==> config.mk <==
export PLATFORM = sky130hd
export DESIGN_NAME = mips_mc_control_flat
export DESIGN_NICKNAME = d
export VERILOG_FILES = /design/src/rtl/mips_pkg.sv /design/src/rtl/mips_mc_control_if.sv /design/src/rtl/mips_alu_decoder.sv /design/src/rtl/mips_mc_control.sv /design/src/flat_wrapper.sv
export SDC_FILE = /design/constraint.sdc
export NUM_CORES = 1
export LEC_CHECK = 0
export CAP_MARGIN = 20
export CORE_UTILIZATION = 45
export CTS_CLUSTER_DIAMETER = 120
export CTS_CLUSTER_SIZE = 14
export DETAILED_ROUTE_END_ITERATION = 8
export DONT_BUFFER_PORTS = 1
export PLACE_DENSITY = 0.59
export SLEW_MARGIN = 25
export SYNTH_ARGS = -nofsm -noshare
export SYNTH_HDL_FRONTEND = slang
export SYNTH_SLANG_ARGS = --single-unit
==> constraint.sdc <==
create_clock -name clk -period 1.95 [get_ports clk]
set_input_delay 0.4875 -clock clk [delete_from_list [all_inputs] [get_ports clk]]
set_output_delay 0.4875 -clock clk [all_outputs]
set_load 0.01 [all_outputs]
==> src/rtl/mips_pkg.sv <==
// Shared definitions for the multicycle MIPS controller.
// Holds the FSM state encoding, opcode/funct constants, the ALU operation
// selector fed to mips_alu_decoder, and the alu_control, alu_src_b and
// pc_source encodings.
package mips_pkg;

   typedef enum logic [3:0] {
      ST_FETCH    = 4'd0,
      ST_DECODE   = 4'd1,
      ST_MEMADR   = 4'd2,
      ST_MEMREAD  = 4'd3,
      ST_MEMWB    = 4'd4,
      ST_MEMWRITE = 4'd5,
      ST_EXECUTE  = 4'd6,
      ST_ALUWB    = 4'd7,
      ST_BRANCH   = 4'd8,
      ST_ADDIEXEC = 4'd9,
      ST_ADDIWB   = 4'd10,
      ST_JUMP     = 4'd11,
      ST_HALT     = 4'd12
   } state_t;

   localparam logic [5:0] OP_LW    = 6'b100011;
   localparam logic [5:0] OP_SW    = 6'b101011;
   localparam logic [5:0] OP_RTYPE = 6'b000000;
   localparam logic [5:0] OP_BEQ   = 6'b000100;
   localparam logic [5:0] OP_ADDI  = 6'b001000;
   localparam logic [5:0] OP_J     = 6'b000010;

   localparam logic [5:0] FN_ADD = 6'b100000;
   localparam logic [5:0] FN_SUB = 6'b100010;
   localparam logic [5:0] FN_AND = 6'b100100;
   localparam logic [5:0] FN_OR  = 6'b100101;
   localparam logic [5:0] FN_SLT = 6'b101010;

   localparam logic [3:0] ALU_AND = 4'b0000;
   localparam logic [3:0] ALU_OR  = 4'b0001;
   localparam logic [3:0] ALU_ADD = 4'b0010;
   localparam logic [3:0] ALU_SUB = 4'b0110;
   localparam logic [3:0] ALU_SLT = 4'b0111;

   // Selector into mips_alu_decoder: fixed ADD, fixed SUB, or decode funct.
   localparam logic [1:0] ALUOP_ADD   = 2'b00;
   localparam logic [1:0] ALUOP_SUB   = 2'b01;
   localparam logic [1:0] ALUOP_FUNCT = 2'b10;

   localparam logic [1:0] SRCB_B      = 2'b00;
   localparam logic [1:0] SRCB_FOUR   = 2'b01;
   localparam logic [1:0] SRCB_IMM    = 2'b10;
   localparam logic [1:0] SRCB_IMM_SH = 2'b11;

   localparam logic [1:0] PCSRC_ALU    = 2'b00;
   localparam logic [1:0] PCSRC_ALUOUT = 2'b01;
   localparam logic [1:0] PCSRC_JUMP   = 2'b10;

endpackage

==> src/rtl/mips_mc_control_if.sv <==
// Bundle between the multicycle controller and its datapath.
// Datapath -> controller: opcode, funct, zero.
// Controller -> datapath: all write enables, mux selects, alu_control,
// plus the debug_state / instr_done / halted status outputs.
// master = controller side, slave = datapath side.
interface mips_mc_control_if;
   logic [5:0] opcode;
   logic [5:0] funct;
   logic       zero;
   logic       ir_write;
   logic       pc_en;
   logic       i_or_d;
   logic       mem_write;
   logic       reg_write;
   logic       reg_dst;
   logic       mem_to_reg;
   logic       alu_src_a;
   logic [1:0] alu_src_b;
   logic [3:0] alu_control;
   logic [1:0] pc_source;
   logic [3:0] debug_state;
   logic       instr_done;
   logic       halted;

   modport master (
      input  opcode, funct, zero,
      output ir_write, pc_en, i_or_d, mem_write, reg_write, reg_dst,
             mem_to_reg, alu_src_a, alu_src_b, alu_control, pc_source,
             debug_state, instr_done, halted
   );

   modport slave (
      output opcode, funct, zero,
      input  ir_write, pc_en, i_or_d, mem_write, reg_write, reg_dst,
             mem_to_reg, alu_src_a, alu_src_b, alu_control, pc_source,
             debug_state, instr_done, halted
   );
endinterface

==> src/rtl/mips_alu_decoder.sv <==
// Combinational ALU control decoder.
// Ports: alu_op (fixed ADD / fixed SUB / decode funct), funct (instr[5:0]),
// alu_control (ALU operation), illegal (funct not supported, only
// meaningful when alu_op selects funct decoding).
module mips_alu_decoder
   import mips_pkg::*;
(
   input  logic [1:0] alu_op,
   input  logic [5:0] funct,
   output logic [3:0] alu_control,
   output logic       illegal
);

   // Map operation selector and funct field onto an ALU operation.
   always_comb begin
      alu_control = ALU_ADD;
      illegal     = 1'b0;
      case (alu_op)
         ALUOP_ADD: alu_control = ALU_ADD;
         ALUOP_SUB: alu_control = ALU_SUB;
         ALUOP_FUNCT: begin
            case (funct)
               FN_ADD:  alu_control = ALU_ADD;
               FN_SUB:  alu_control = ALU_SUB;
               FN_AND:  alu_control = ALU_AND;
               FN_OR:   alu_control = ALU_OR;
               FN_SLT:  alu_control = ALU_SLT;
               default: begin
                  // Unknown funct: drive the all-zero code, flag illegal.
                  alu_control = 4'b0000;
                  illegal     = 1'b1;
               end
            endcase
         end
         default: alu_control = ALU_ADD;
      endcase
   end

endmodule

==> src/rtl/mips_mc_control.sv <==
// Multicycle MIPS main controller (lw, sw, R-type, beq, addi, j).
// Ports: clk, reset (synchronous, active-high), bus (master modport of
// mips_mc_control_if carrying opcode/funct/zero in and all control and
// status outputs out). Outputs are combinational from the state register
// (plus zero, funct and, in DECODE, opcode).
// HALT_ON_ILLEGAL: 1 = unsupported opcode/funct parks in HALT until reset,
// 0 = it retires as a NOP with instr_done.
module mips_mc_control
   import mips_pkg::*;
#(
   parameter bit HALT_ON_ILLEGAL = 1'b1
)(
   input  logic               clk,
   input  logic               reset,
   mips_mc_control_if.master  bus
);

   state_t     state_r;
   state_t     next_state_s;
   logic [1:0] alu_op_s;
   logic       use_alu_s;
   logic [3:0] dec_alu_control_s;
   logic       funct_illegal_s;
   logic       pc_write_s;
   logic       branch_s;
   logic       ir_write_s;
   logic       i_or_d_s;
   logic       mem_write_s;
   logic       reg_write_s;
   logic       reg_dst_s;
   logic       mem_to_reg_s;
   logic       alu_src_a_s;
   logic [1:0] alu_src_b_s;
   logic [1:0] pc_source_s;
   logic       instr_done_s;

   mips_alu_decoder u_alu_decoder (
      .alu_op      (alu_op_s),
      .funct       (bus.funct),
      .alu_control (dec_alu_control_s),
      .illegal     (funct_illegal_s)
   );

   // State register with synchronous reset back to FETCH.
   always_ff @(posedge clk) begin
      if (reset) begin
         state_r <= ST_FETCH;
      end else begin
         state_r <= next_state_s;
      end
   end

   // Next-state and control decode; everything not set for a state stays 0.
   always_comb begin
      next_state_s = state_r;
      alu_op_s     = ALUOP_ADD;
      use_alu_s    = 1'b0;
      pc_write_s   = 1'b0;
      branch_s     = 1'b0;
      ir_write_s   = 1'b0;
      i_or_d_s     = 1'b0;
      mem_write_s  = 1'b0;
      reg_write_s  = 1'b0;
      reg_dst_s    = 1'b0;
      mem_to_reg_s = 1'b0;
      alu_src_a_s  = 1'b0;
      alu_src_b_s  = SRCB_B;
      pc_source_s  = PCSRC_ALU;
      instr_done_s = 1'b0;
      case (state_r)
         ST_FETCH: begin
            ir_write_s   = 1'b1;
            pc_write_s   = 1'b1;
            alu_src_b_s  = SRCB_FOUR;
            use_alu_s    = 1'b1;
            next_state_s = ST_DECODE;
         end
         ST_DECODE: begin
            // Branch target precomputed into ALUOut while decoding.
            alu_src_b_s = SRCB_IMM_SH;
            use_alu_s   = 1'b1;
            case (bus.opcode)
               OP_LW, OP_SW: next_state_s = ST_MEMADR;
               OP_RTYPE:     next_state_s = ST_EXECUTE;
               OP_BEQ:       next_state_s = ST_BRANCH;
               OP_ADDI:      next_state_s = ST_ADDIEXEC;
               OP_J:         next_state_s = ST_JUMP;
               default: begin
                  if (HALT_ON_ILLEGAL) begin
                     next_state_s = ST_HALT;
                  end else begin
                     next_state_s = ST_FETCH;
                     instr_done_s = 1'b1;
                  end
               end
            endcase
         end
         ST_MEMADR: begin
            alu_src_a_s = 1'b1;
            alu_src_b_s = SRCB_IMM;
            use_alu_s   = 1'b1;
            if (bus.opcode == OP_SW) begin
               next_state_s = ST_MEMWRITE;
            end else begin
               next_state_s = ST_MEMREAD;
            end
         end
         ST_MEMREAD: begin
            i_or_d_s     = 1'b1;
            next_state_s = ST_MEMWB;
         end
         ST_MEMWB: begin
            reg_write_s  = 1'b1;
            mem_to_reg_s = 1'b1;
            instr_done_s = 1'b1;
            next_state_s = ST_FETCH;
         end
         ST_MEMWRITE: begin
            i_or_d_s     = 1'b1;
            mem_write_s  = 1'b1;
            instr_done_s = 1'b1;
            next_state_s = ST_FETCH;
         end
         ST_EXECUTE: begin
            alu_src_a_s = 1'b1;
            alu_src_b_s = SRCB_B;
            alu_op_s    = ALUOP_FUNCT;
            use_alu_s   = 1'b1;
            if (funct_illegal_s) begin
               if (HALT_ON_ILLEGAL) begin
                  next_state_s = ST_HALT;
               end else begin
                  next_state_s = ST_FETCH;
                  instr_done_s = 1'b1;
               end
            end else begin
               next_state_s = ST_ALUWB;
            end
         end
         ST_ALUWB: begin
            reg_write_s  = 1'b1;
            reg_dst_s    = 1'b1;
            instr_done_s = 1'b1;
            next_state_s = ST_FETCH;
         end
         ST_BRANCH: begin
            alu_src_a_s  = 1'b1;
            alu_src_b_s  = SRCB_B;
            alu_op_s     = ALUOP_SUB;
            use_alu_s    = 1'b1;
            pc_source_s  = PCSRC_ALUOUT;
            branch_s     = 1'b1;
            instr_done_s = 1'b1;
            next_state_s = ST_FETCH;
         end
         ST_ADDIEXEC: begin
            alu_src_a_s  = 1'b1;
            alu_src_b_s  = SRCB_IMM;
            use_alu_s    = 1'b1;
            next_state_s = ST_ADDIWB;
         end
         ST_ADDIWB: begin
            reg_write_s  = 1'b1;
            instr_done_s = 1'b1;
            next_state_s = ST_FETCH;
         end
         ST_JUMP: begin
            pc_source_s  = PCSRC_JUMP;
            pc_write_s   = 1'b1;
            instr_done_s = 1'b1;
            next_state_s = ST_FETCH;
         end
         ST_HALT: next_state_s = ST_HALT;
         default: begin
            // Unused encodings are treated like an illegal instruction.
            if (HALT_ON_ILLEGAL) begin
               next_state_s = ST_HALT;
            end else begin
               next_state_s = ST_FETCH;
            end
         end
      endcase
   end

   assign bus.ir_write    = ir_write_s;
   assign bus.pc_en       = pc_write_s | (branch_s & bus.zero);
   assign bus.i_or_d      = i_or_d_s;
   assign bus.mem_write   = mem_write_s;
   assign bus.reg_write   = reg_write_s;
   assign bus.reg_dst     = reg_dst_s;
   assign bus.mem_to_reg  = mem_to_reg_s;
   assign bus.alu_src_a   = alu_src_a_s;
   assign bus.alu_src_b   = alu_src_b_s;
   assign bus.alu_control = use_alu_s ? dec_alu_control_s : 4'b0000;
   assign bus.pc_source   = pc_source_s;
   assign bus.debug_state = state_r;
   assign bus.instr_done  = instr_done_s;
   assign bus.halted      = (state_r == ST_HALT);

endmodule
==> src/flat_wrapper.sv <==
// flat-port wrapper written by rule: the top's interface ports become plain ports
module mips_mc_control_flat import mips_pkg::*;
#(
   parameter bit HALT_ON_ILLEGAL = 1'b1
)
  (clk, reset, bus_opcode, bus_funct, bus_zero, bus_ir_write, bus_pc_en, bus_i_or_d, bus_mem_write, bus_reg_write, bus_reg_dst, bus_mem_to_reg, bus_alu_src_a, bus_alu_src_b, bus_alu_control, bus_pc_source, bus_debug_state, bus_instr_done, bus_halted);
  mips_mc_control_if bus_i ();
  input  logic clk;
  input  logic reset;
  input wire logic [$bits(bus_i.opcode)-1:0] bus_opcode;
  input wire logic [$bits(bus_i.funct)-1:0] bus_funct;
  input wire logic [$bits(bus_i.zero)-1:0] bus_zero;
  output wire logic [$bits(bus_i.ir_write)-1:0] bus_ir_write;
  output wire logic [$bits(bus_i.pc_en)-1:0] bus_pc_en;
  output wire logic [$bits(bus_i.i_or_d)-1:0] bus_i_or_d;
  output wire logic [$bits(bus_i.mem_write)-1:0] bus_mem_write;
  output wire logic [$bits(bus_i.reg_write)-1:0] bus_reg_write;
  output wire logic [$bits(bus_i.reg_dst)-1:0] bus_reg_dst;
  output wire logic [$bits(bus_i.mem_to_reg)-1:0] bus_mem_to_reg;
  output wire logic [$bits(bus_i.alu_src_a)-1:0] bus_alu_src_a;
  output wire logic [$bits(bus_i.alu_src_b)-1:0] bus_alu_src_b;
  output wire logic [$bits(bus_i.alu_control)-1:0] bus_alu_control;
  output wire logic [$bits(bus_i.pc_source)-1:0] bus_pc_source;
  output wire logic [$bits(bus_i.debug_state)-1:0] bus_debug_state;
  output wire logic [$bits(bus_i.instr_done)-1:0] bus_instr_done;
  output wire logic [$bits(bus_i.halted)-1:0] bus_halted;
  assign bus_i.opcode = bus_opcode;
  assign bus_i.funct = bus_funct;
  assign bus_i.zero = bus_zero;
  assign bus_ir_write = bus_i.ir_write;
  assign bus_pc_en = bus_i.pc_en;
  assign bus_i_or_d = bus_i.i_or_d;
  assign bus_mem_write = bus_i.mem_write;
  assign bus_reg_write = bus_i.reg_write;
  assign bus_reg_dst = bus_i.reg_dst;
  assign bus_mem_to_reg = bus_i.mem_to_reg;
  assign bus_alu_src_a = bus_i.alu_src_a;
  assign bus_alu_src_b = bus_i.alu_src_b;
  assign bus_alu_control = bus_i.alu_control;
  assign bus_pc_source = bus_i.pc_source;
  assign bus_debug_state = bus_i.debug_state;
  assign bus_instr_done = bus_i.instr_done;
  assign bus_halted = bus_i.halted;
  mips_mc_control #(.HALT_ON_ILLEGAL(HALT_ON_ILLEGAL)) u_core (.clk(clk), .reset(reset), .bus(bus_i));
endmodule
==> results.yml <==
cts:
  clk_pin_slew_ns: 0.04
  cts_made_buffers: 3
  cts_tree: "yes"
  clock_latency_ns: 0.24
  clockBufferDepth: 2
  clkSinkCount: 4
  htreeDepth: 1
  cts_root_buffer: "clkbuf_4"
pwr:
  p_total_mw: 1.45
  cellLeakagePower_nw: 0.375
  pwr_density_cell_nw_per_um2: 1540
  peakVddDrop_mv: 0.831
route:
  drc_errors: 0
  drt_iter0_drc: 13
  ant_nets: 0
  vias_per_cell: 6.01
  wl_per_cell_um: 15.5
  dr_total_vias: 775
  wl_um: 1990
  drt-pass1-iter-count: 4
global_route:
  grt_use_met2_pct: 47.1
  antenna_found_initial: 0
  grt_pass1_wl_um: 2920
  use_met3_pct: 6.82
  grt_max_degree: 11
  grt_pass1_vias: 676
  grt_use_met1_pct: 35.5
  grt.busiest_layer: "met2"
  grt_usage_pct: 27.9
  grt.overflow.total: 0
setup_path:
  r2r-start: "u_core.bus.debug_state[3]"
  cp_common_cell: "nor3_2"
  worstPathArrival_ns: 1.62
  critPathTopFamily: "simple AND/OR/NAND/NOR gates"
  startpoint_type: "register"
  end_kind: "primary output"
  timing.rr.end: "u_core.bus.debug_state[1]"
  crit_path_max_incr_delay_ns: 0.35
  path_buf_inv: 0
  cp.required_ns: 1.46
  reg2reg_slack_ns: 0.13
  worstRegToRegCells: 9
  path_cells: "nand2b_4 -> nor2_4 -> ha_4 -> nand3b_1 -> nor3_2 -> a21oi_1 -> nor3_2"
  crit_path_max_fanout: 4
  critPathSlowestCell: "dfxtp_4"
  criticalPathCategory: "register to primary output"
status:
  status: "complete, but fails checks"
  violations: "setup timing"
worst_hold_path:
  min_to: "u_core.bus.debug_state[3]"
  worstHoldPathCells: 1
  hold_class: "input pin to register"
  hp-start: "reset"
logic_synthesis:
  syn-num-nets: 109
  synth-edff-count: 0
  ys_ff_latch: 4
  async_flop_share_pct: 0
  yosys_warnings: 0
  syn_inst: 92
  syn_area_um2: 632
  ys_types: 41
  syn_area_per_cell_um2: 6.87
  ys_seq_area_share_pct: 12.7
  yosys_most_used_dff: "dfxtp_1"
finish:
  largest_reg_flops: 4
  final_nets: 133
  drive_gt1_share_pct: 45.6
  seq_area_um2: 88.8
  fill_cells: 106
  n_antenna_cell: 0
  area_growth_pct: 49.5
  multi_input_area_um2: 592
floorplan:
  placementRows: 13
  die_w_um: 39.5
  io_pins: 37
  dieArea_um2: 1560
  die_height_um: 39.5
  initial_utilization_pct: 48.6
  core_um2: 1300
sta:
  setup_viol: 3
  skew_ns: 0.000757
  setup_ws_ns: -0.161
  rsz0062_at_grt: "true"
  timing.hold.ws_ns: 0.307
  relSlewSlack_pct: 65.3
  final_hold_viol_count: 0
  finalCriticalPeriod_ns: 2.11
  fmax_mhz: 474
  finalCritPeriodShare_pct: 108
  drv_slew: 0
  tightest_slew_ns: 0.516
placed_design:
  gp_congestion: 0.821
  hpwl_um: 1300
  io_buffer_count: 0
run:
  maxCapViolations: 0
==> report_power, final <==
group / leakage, nW / internal (mW) / switching, mW
logic: 0.326 / 0.546 / 0.611
clock network: 0.0138 / 0.0690 / 0.0356
registers: 0.0348 / 0.130 / 0.0613
==> cells in the mapped netlist (all sizes together) (2+ instances only) <==
| library cell | instances | area (um^2) |
|---|---|---|
| a21oi | 7 | 35.0 |
| and3 | 4 | 30.0 |
| buf | 5 | 42.5 |
| dfxtp | 4 | 80.1 |
| ha | 2 | 25.0 |
| inv | 5 | 18.8 |
| nand2 | 4 | 15.0 |
| nand2b | 4 | 25.0 |
| nand3 | 2 | 10.0 |
| nand3b | 2 | 15.0 |
| nor2 | 13 | 48.8 |
| nor3 | 8 | 40.0 |
| nor4 | 2 | 12.5 |
| nor4b | 2 | 17.5 |
| o211ai | 2 | 15.0 |
| o21ai | 2 | 10.0 |
| o22ai | 3 | 18.8 |
| xor2 | 2 | 17.5 |
==> worst max path at each step <==
stage | startpoint | end | slack (ns) | depth (start not counted)
6_report | u_core.bus.debug_state[3] | bus_alu_control[2] | -0.16 | 7
5_1_grt | u_core.bus.debug_state[3] | bus_alu_control[2] | -0.26 | 7
2_1_floorplan | u_core.bus.debug_state[3] | bus_alu_control[2] | 0.003 | 8
3_3_place_gp | u_core.bus.debug_state[0] | bus_alu_control[2] | 0.06 | 7
3_5_place_dp | u_core.bus.debug_state[0] | bus_alu_control[2] | -0.03 | 7
4_1_cts | u_core.bus.debug_state[3] | bus_alu_control[2] | -0.14 | 7
==> repair_timing <==
item                       4_1_cts  5_1_grt
setup endpoints to repair        3        4
hold endpoints to repair         0        0
gates resized for setup         21        2
pin swaps                        7        1
buffers inserted                10        2
hold buffers                     0        0
==> per-stage QoR <==
step	setup TNS, ns	utilization, %	cell area (um^2)	cells	setup WS [ns]
after floorplan	0	-	657	92	0.00317
after detailed placement	-0.0327	55.4	721	114	-0.0327
after global placement	0	55.4	721	114	0.0620
after CTS	-0.274	70.8	921	127	-0.144
final	-0.333	72.6	945	129	-0.161
after global routing	-0.594	72.6	945	129	-0.260
==> cell usage in the layout (no fill, tap or decap), types with 2 or more instances in the layout <==
cell type,netlist,final
inv_1,5,5
nor4b_1,2,2
nand2b_4,0,3
nor3_2,0,3
nand3_1,2,2
nand3b_1,2,2
and3_1,3,3
nor2_4,0,2
nand2_1,4,3
clkbuf_4,0,3
nor2_1,13,8
a21oi_1,7,7
o211ai_1,2,2
buf_4,2,23
o22ai_1,3,2
nor2_2,0,3
nor3_1,8,4
xor2_1,2,2
dfxtp_4,0,2
nor4_1,2,2
==> metal layers <==
metal,wire [um],vias up
li1,-,387
met1,913,355
met2,968,33
met3,112,0
met4,0,0
met5,0,-
==> logic make-up (layout without fill, tap and decap cells) <==
family	after synthesis	in the layout	share of synthesized area, %
AO/OA/AOI/OAI	23	23	25.3
XOR/XNOR	2	2	2.77
flip-flops	4	4	12.7
multiplexers	1	1	1.58
AND/OR/NAND/NOR	48	48	42.8
other	1	1	0.593
adder cells (fa/ha/maj)	2	2	3.96
buffers and inverters	11	33	10.3
==> area by class of cell <==
type | count | area share [%]
multi-input combinational | 77 | 62.6
clock buffer | 3 | 2.38
inverter | 5 | 1.99
timing repair buffer | 25 | 21.6
sequential | 4 | 9.40
tap | 15 | 1.99
==> worst reg2reg max path, stage by stage (launching register included) <==
cell,delay (ns)
dfxtp_4,0.35
nand2b_4,0.15
nor2_4,0.14
ha_4,0.15
buf_4,0.09
buf_4,0.09
inv_1,0.03
a41o_1,0.21
and3_1,0.18
a311o_1,0.30
Note: power is estimated with default switching activity, not from simulation.
